File: src/rtl/calib_led_pattern_gen.sv
`default_nettype none
// ============================================================================
//  Module   : calib_led_pattern_gen
//  Purpose  : Answers the calibration sequencer's LED-select interface. A
//             start pulse latches which LED-address bit to display. One colour
//             beat per LED is then streamed to the strip driver: an LED is lit
//             when that bit of its index is 1. The block then waits for the
//             driver's frame_done and a camera settle time, and finally
//             raises led_display_valid_out.
//  Ports    : clk_in, rst_in (async, active high)
//             led_addr_bit_sel_in / led_addr_bit_sel_start_in : select + start
//             led_display_valid_out : pattern shown and settled
//             pixel_data/addr/valid/last_out, pixel_ready_in : pixel stream
//             frame_done_in : strip latch/reset time complete
//  Options  : `define CALIB_COMPLEMENT_PASS_EN adds complement_in. When it is
//             sampled high with start, lit/dark selection is inverted.
//  Revision : 1.0 - initial release
// ============================================================================
module calib_led_pattern_gen #(
    parameter int          NUM_LEDS               = 50,
    parameter int          LED_ADDRESS_WIDTH      = $clog2(NUM_LEDS),
    parameter int          LED_ADDR_BIT_SEL_WIDTH = $clog2(LED_ADDRESS_WIDTH),
    parameter logic [23:0] ON_COLOR               = 24'hFFFFFF,
    parameter logic [23:0] OFF_COLOR              = 24'h000000,
    parameter int          SETTLE_CYCLES          = 1000
) (
    input  logic                              clk_in,
    input  logic                              rst_in,
    input  logic [LED_ADDR_BIT_SEL_WIDTH-1:0] led_addr_bit_sel_in,
    input  logic                              led_addr_bit_sel_start_in,
`ifdef CALIB_COMPLEMENT_PASS_EN
    input  logic                              complement_in,
`endif
    output logic                              led_display_valid_out,
    output logic [23:0]                       pixel_data_out,
    output logic [LED_ADDRESS_WIDTH-1:0]      pixel_addr_out,
    output logic                              pixel_valid_out,
    output logic                              pixel_last_out,
    input  logic                              pixel_ready_in,
    input  logic                              frame_done_in
);

    localparam int c_cnt_w = (SETTLE_CYCLES > 1) ? $clog2(SETTLE_CYCLES) : 1;
    localparam logic [LED_ADDRESS_WIDTH-1:0] c_last_addr = LED_ADDRESS_WIDTH'(NUM_LEDS - 1);
    localparam logic [LED_ADDRESS_WIDTH-1:0] c_addr_one  = LED_ADDRESS_WIDTH'(1);
    localparam logic [c_cnt_w-1:0]           c_cnt_one   = c_cnt_w'(1);
    localparam logic [c_cnt_w-1:0]           c_settle_ld =
        (SETTLE_CYCLES > 0) ? c_cnt_w'(SETTLE_CYCLES - 1) : '0;

    typedef enum logic [2:0] {
        IDLE       = 3'd0,
        STREAM     = 3'd1,
        WAIT_FRAME = 3'd2,
        SETTLE     = 3'd3,
        SHOWN      = 3'd4
    } state_t;

    state_t                              r_state;
    logic [LED_ADDR_BIT_SEL_WIDTH-1:0]   r_sel;
    logic                                r_comp;
    logic [LED_ADDRESS_WIDTH-1:0]        r_addr;
    logic [23:0]                         r_data;
    logic                                r_valid;
    logic                                r_last;
    logic [c_cnt_w-1:0]                  r_cnt;

    logic                                w_comp_start;
    logic                                w_xfer;
    logic [LED_ADDRESS_WIDTH-1:0]        w_addr_nxt;

`ifdef CALIB_COMPLEMENT_PASS_EN
    assign w_comp_start = complement_in;
`else
    assign w_comp_start = 1'b0;
`endif

    assign w_xfer     = r_valid && pixel_ready_in;
    assign w_addr_nxt = r_addr + c_addr_one;

    // Colour for one LED. The loop only compares against in-range bit
    // positions, so an out-of-range select never indexes past the address
    // and leaves the LED dark (or lit when the complement pass is active).
    function automatic logic [23:0] f_color(
        input logic [LED_ADDR_BIT_SEL_WIDTH-1:0] sel,
        input logic [LED_ADDRESS_WIDTH-1:0]      addr,
        input logic                              comp
    );
        logic lit;
        lit = 1'b0;
        for (int i = 0; i < LED_ADDRESS_WIDTH; i++) begin
            if (int'(sel) == i) begin
                lit = addr[i];
            end
        end
        return (lit ^ comp) ? ON_COLOR : OFF_COLOR;
    endfunction

    always_ff @(posedge clk_in or posedge rst_in) begin
        if (rst_in) begin
            r_state <= IDLE;
            r_sel   <= '0;
            r_comp  <= 1'b0;
            r_addr  <= '0;
            r_data  <= '0;
            r_valid <= 1'b0;
            r_last  <= 1'b0;
            r_cnt   <= '0;
        end else if (led_addr_bit_sel_start_in) begin
            // A start aborts whatever is in progress and takes priority
            // over any transfer or frame_done in the same cycle.
            r_state <= STREAM;
            r_sel   <= led_addr_bit_sel_in;
            r_comp  <= w_comp_start;
            r_addr  <= '0;
            r_data  <= f_color(led_addr_bit_sel_in, '0, w_comp_start);
            r_valid <= 1'b1;
            r_last  <= (c_last_addr == '0);
            r_cnt   <= '0;
        end else begin
            case (r_state)
                STREAM: begin
                    if (w_xfer) begin
                        if (r_addr == c_last_addr) begin
                            r_valid <= 1'b0;
                            r_last  <= 1'b0;
                            r_state <= WAIT_FRAME;
                        end else begin
                            // Next beat is precomputed so data/addr/last stay
                            // registered and hold while ready is low.
                            r_addr <= w_addr_nxt;
                            r_data <= f_color(r_sel, w_addr_nxt, r_comp);
                            r_last <= (w_addr_nxt == c_last_addr);
                        end
                    end
                end
                WAIT_FRAME: begin
                    if (frame_done_in) begin
                        if (SETTLE_CYCLES == 0) begin
                            r_state <= SHOWN;
                        end else begin
                            r_cnt   <= c_settle_ld;
                            r_state <= SETTLE;
                        end
                    end
                end
                SETTLE: begin
                    if (r_cnt == '0) begin
                        r_state <= SHOWN;
                    end else begin
                        r_cnt <= r_cnt - c_cnt_one;
                    end
                end
                IDLE, SHOWN: begin
                    r_state <= r_state;
                end
                default: begin
                    r_state <= IDLE;
                end
            endcase
        end
    end

    // Gated by the start input so the sequencer never sees a stale valid
    // in the same cycle it requests a new pattern.
    assign led_display_valid_out = (r_state == SHOWN) && !led_addr_bit_sel_start_in;
    assign pixel_data_out        = r_data;
    assign pixel_addr_out        = r_addr;
    assign pixel_valid_out       = r_valid;
    assign pixel_last_out        = r_last;

endmodule
`default_nettype wire

File: config.mk
export PLATFORM = sky130hd
export DESIGN_NAME = calib_led_pattern_gen
export DESIGN_NICKNAME = d
export VERILOG_FILES = /design/src/rtl/calib_led_pattern_gen.sv
export SDC_FILE = /design/constraint.sdc
export NUM_CORES = 1
export LEC_CHECK = 0
export ABC_AREA = 1
export BUFFER_PORTS_ARGS = -buffer_cell sky130_fd_sc_hd__buf_4
export CELL_PAD_IN_SITES_DETAIL_PLACEMENT = 0
export CELL_PAD_IN_SITES_GLOBAL_PLACEMENT = 1
export CORE_UTILIZATION = 39
export DETAILED_ROUTE_END_ITERATION = 10
export PLACE_DENSITY_LB_ADDON = 0.1
export SLEW_MARGIN = 5
export SYNTH_ARGS = -nofsm -noshare
export SYNTH_HDL_FRONTEND = slang
export SYNTH_SLANG_ARGS = --single-unit
export TNS_END_PERCENT = 30
File: constraint.sdc
create_clock -name clk_in -period 4.8 [get_ports clk_in]
set_clock_uncertainty 0.2 [all_clocks]
set_input_delay 0.48 -clock clk_in [delete_from_list [all_inputs] [get_ports clk_in]]
set_output_delay 0.48 -clock clk_in [all_outputs]
set_load 0.1 [all_outputs]
==> results by group <==
Run status
  • Status: finished clean

Synthesis
  • Number of synthesized register bits: 25
  • Post-synth top area share: 34.7%
  • Commonest cells post-synth: nand2_1 (86), inv_1 (29), dfrtp_1 (25)
  • Synth warn: 0
  • Biggest area consumer among synthesized cells: dfrtp_1
  • Seq/Total Area, Yosys: 34.7%
  • Syn Inst Count: 258
  • Syn avg cell area: 6.98 µm²
  • Synth cell types: 25
  • Mapped cell area: 1800 µm²
  • Largest cells by area after synthesis: dfrtp_1 (35%), nand2_1 (18%), buf_4 (9.6%), inv_1 (6.0%), nand3_1 (5.6%)
  • Post-synth EDFFs: 0
  • Asr flop ratio synth: 100%
  • Dominant synthesized flop cell: dfrtp_1
  • Synth Net Count: 271
  • Most frequent cell after synthesis: nand2_1

Clock tree
  • Post-CTS Setup Repair Bufs: 0
  • Worst skew pair latency: 0.28 ns
  • Post-cts repair resize count: 0
  • CTS H-tree depth: 1
  • Clock tree sinks: 25
  • Max clock buf depth: 2
  • Hold Buf Count CTS: 0
  • CTS tree: done
  • Root Driver: clkbuf_8
  • TritonCTS buffer count: 3
  • CTS clock-pin slew for the worst setup and hold paths: 0.11 ns

Hold path
  • HP Start: led_addr_bit_sel_in[2]
  • Hold crit path type: in2reg
  • Hold Crit Depth: 3
  • Hold Crit Endpoint: r_sel[2]

Detailed routing
  • Final ANT Viol Nets: 0
  • WL met2: 1700 µm
  • WL met1: 2110 µm
  • Highest metal used: met4
  • Vias per cell: 4.75
  • Drt total wl: 3950 µm
  • Initial DRC Count: 56
  • Detailed Routing Iterations Pass 1: 4
  • Met3 wire len: 118 µm
  • Via Count: 1564
  • Routed length per instance: 12.0 µm
  • # DRC: 0

Placement
  • Dpl hpwl: 2930 µm
  • Placed cell areas: 1970 µm²
  • GPL Wtd Cong: 0.785
  • PortBufs: 40

GRT
  • Gr usage total: 17.2%
  • Antenna violations before repair: 0
  • Vias in the first global route: 1493
  • Total congestion overflow: 0
  • First-pass GRT wire length: 6850 µm
  • Largest net degree at the start of global routing: 26

Layout
  • Layout cell share with drive strength beyond 1: 20.6%
  • Final nets: 291
  • Syn-to-layout area delta: 12.0%
  • Antenna cells: 0
  • Design area: 2020 µm²
  • Sequential cell area: 626 µm²
  • Filler Cells Inserted: 494
  • Area of the multi-input gates: 865 µm²

STA
  • Max Clock Freq: 462 MHz
  • Min Tclk post-route: 2.16 ns
  • Final hold vios: 0
  • Period utilization: 45.0%
  • Max_slew headroom: 32.4%
  • Max-slew violation count: 0
  • RSZ-0062 raised after global routing: no
  • Pin slew with the least headroom to its limit: 1.01 ns
  • Post-route setup TNS: 0 ns
  • Endpoints failing setup: 0

Floorplan
  • Core ar.: 4380 µm²
  • Core Rows: 24
  • Die footprint: 4900 µm²
  • Initial Util: 41.1%
  • Die Wd: 70.0 µm
  • I/O Pins: 41
  • Chip height: 70.0 µm

Worst setup path
  • Cell breakdown of the critical path: buf_4
  • Slowest cell on the critical path: dfrtp_1
  • FF-to-FF path depth: 9
  • Capture point of the worst reg-to-reg path: r_cnt[6]
  • Nature of the critical path endpoint: primary output
  • Worst R2R Setup Slack: 2.94 ns
  • Critical path peak fanout: 25
  • Worst path required time: 4.12 ns
  • Top delay family on crit path: flip-flops
  • CP startpoint kind: flip-flop
  • Critical Setup Path Class: reg2out
  • CP max stage delay: 0.79 ns
  • Critical path buffer and inverter count: 1
  • Startpoint of the worst register-to-register path: r_cnt[0]
  • CP Data Arrival Time: 1.48 ns

Power and ir drop
  • Peak VDD IR: 0.000243 V
  • LEAKAGE: 0.00106 µW
  • Pwr Density: 553 nW/µm²

Flow run
  • Max-cap viol count: 0
[stage by stage]
stage	power [µW]	cells	utilization (%)	worst slack (ns)	hold slack [ns]
3_5_place_dp	990	325	45.0	2.78	0.282
3_3_place_gp	989	325	45.0	2.80	0.265
2_1_floorplan	906	258	-	2.14	0.249
4_1_cts	1120	329	46.0	2.61	0.208
5_1_grt	1190	329	46.0	2.52	0.222
6_report	1120	329	46.0	2.64	0.216
[routing by layer]
layer / vias up / GRT usage, %
li1: 826 / -
met1: 706 / 25.3
met2: 30 / 26.7
met3: 2 / 2.31
met4: 0 / 4.00
met5: - / 0
[cells in the final DEF, fill, tap and decap left out]
| cell type | synthesis | final |
|---|---|---|
| a21oi_1 | 5 | 5 |
| a21oi_2 | 1 | 1 |
| and2_1 | 2 | 2 |
| buf_4 | 23 | 40 |
| clkbuf_8 | 0 | 3 |
| clkinv_2 | 0 | 1 |
| dfrtp_1 | 25 | 25 |
| ha_1 | 5 | 5 |
| inv_1 | 29 | 29 |
| inv_2 | 2 | 2 |
| nand2_1 | 86 | 86 |
| nand2_2 | 1 | 1 |
| nand3_1 | 20 | 20 |
| nand3_2 | 1 | 1 |
| nand3_4 | 1 | 1 |
| nand3b_1 | 5 | 5 |
| nand4_1 | 6 | 6 |
| nor2_1 | 23 | 23 |
| nor2_2 | 2 | 2 |
| nor2_4 | 2 | 2 |
| nor3_1 | 1 | 1 |
| nor3_4 | 1 | 1 |
| o21ai_0 | 10 | 10 |
| o22ai_1 | 3 | 3 |
| or2_2 | 2 | 2 |
[worst max-delay path by stage]
stage               cells after the start  slack, ns                       from               endpoint
floorplan                               3       2.14  led_addr_bit_sel_start_in  led_display_valid_out
global placement                        5       2.80  led_addr_bit_sel_start_in  led_display_valid_out
detailed placement                      5       2.78  led_addr_bit_sel_start_in  led_display_valid_out
CTS                                     1       2.61         pixel_data_out[22]     pixel_data_out[18]
global route                            1       2.52         pixel_data_out[22]     pixel_data_out[22]
finish                                  1       2.64         pixel_data_out[22]     pixel_data_out[22]
[layout make-up]
cell class,count,share of cell area [%]
sequential,25,31.0
clock inverter,1,0.248
timing repair buffer,40,14.9
clock buffer,3,2.05
multi-input combinational,177,42.8
tap,52,3.22
inverter,31,5.77
[sequential cells by signal, indices dropped and copies added, names as in the netlist]
register	flops
pixel_data_out	1
pixel_addr_out	6
pixel_valid_out	1
r_sel	3
r_cnt	10
r_state	3
pixel_last_out	1
[power by group]
| part | total, µW | internal, µW | switching, µW |
|---|---|---|---|
| sequential | 316 | 257 | 58.3 |
| combinational | 663 | 153 | 510 |
| clock | 137 | 58.4 | 78.4 |
| total | 1120 | 469 | 647 |
[kinds of logic (layout without fill, tap and decap cells)]
group,after synthesis,after routing,synth area share [%]
buffers and inverters,56,75,17.3
DFF,25,25,34.7
AOI/OAI and AO/OA,19,19,5.69
adders and majority gates,5,5,3.47
and+or+nand+nor,153,153,38.8
Power figures use the tool's default switching activity.
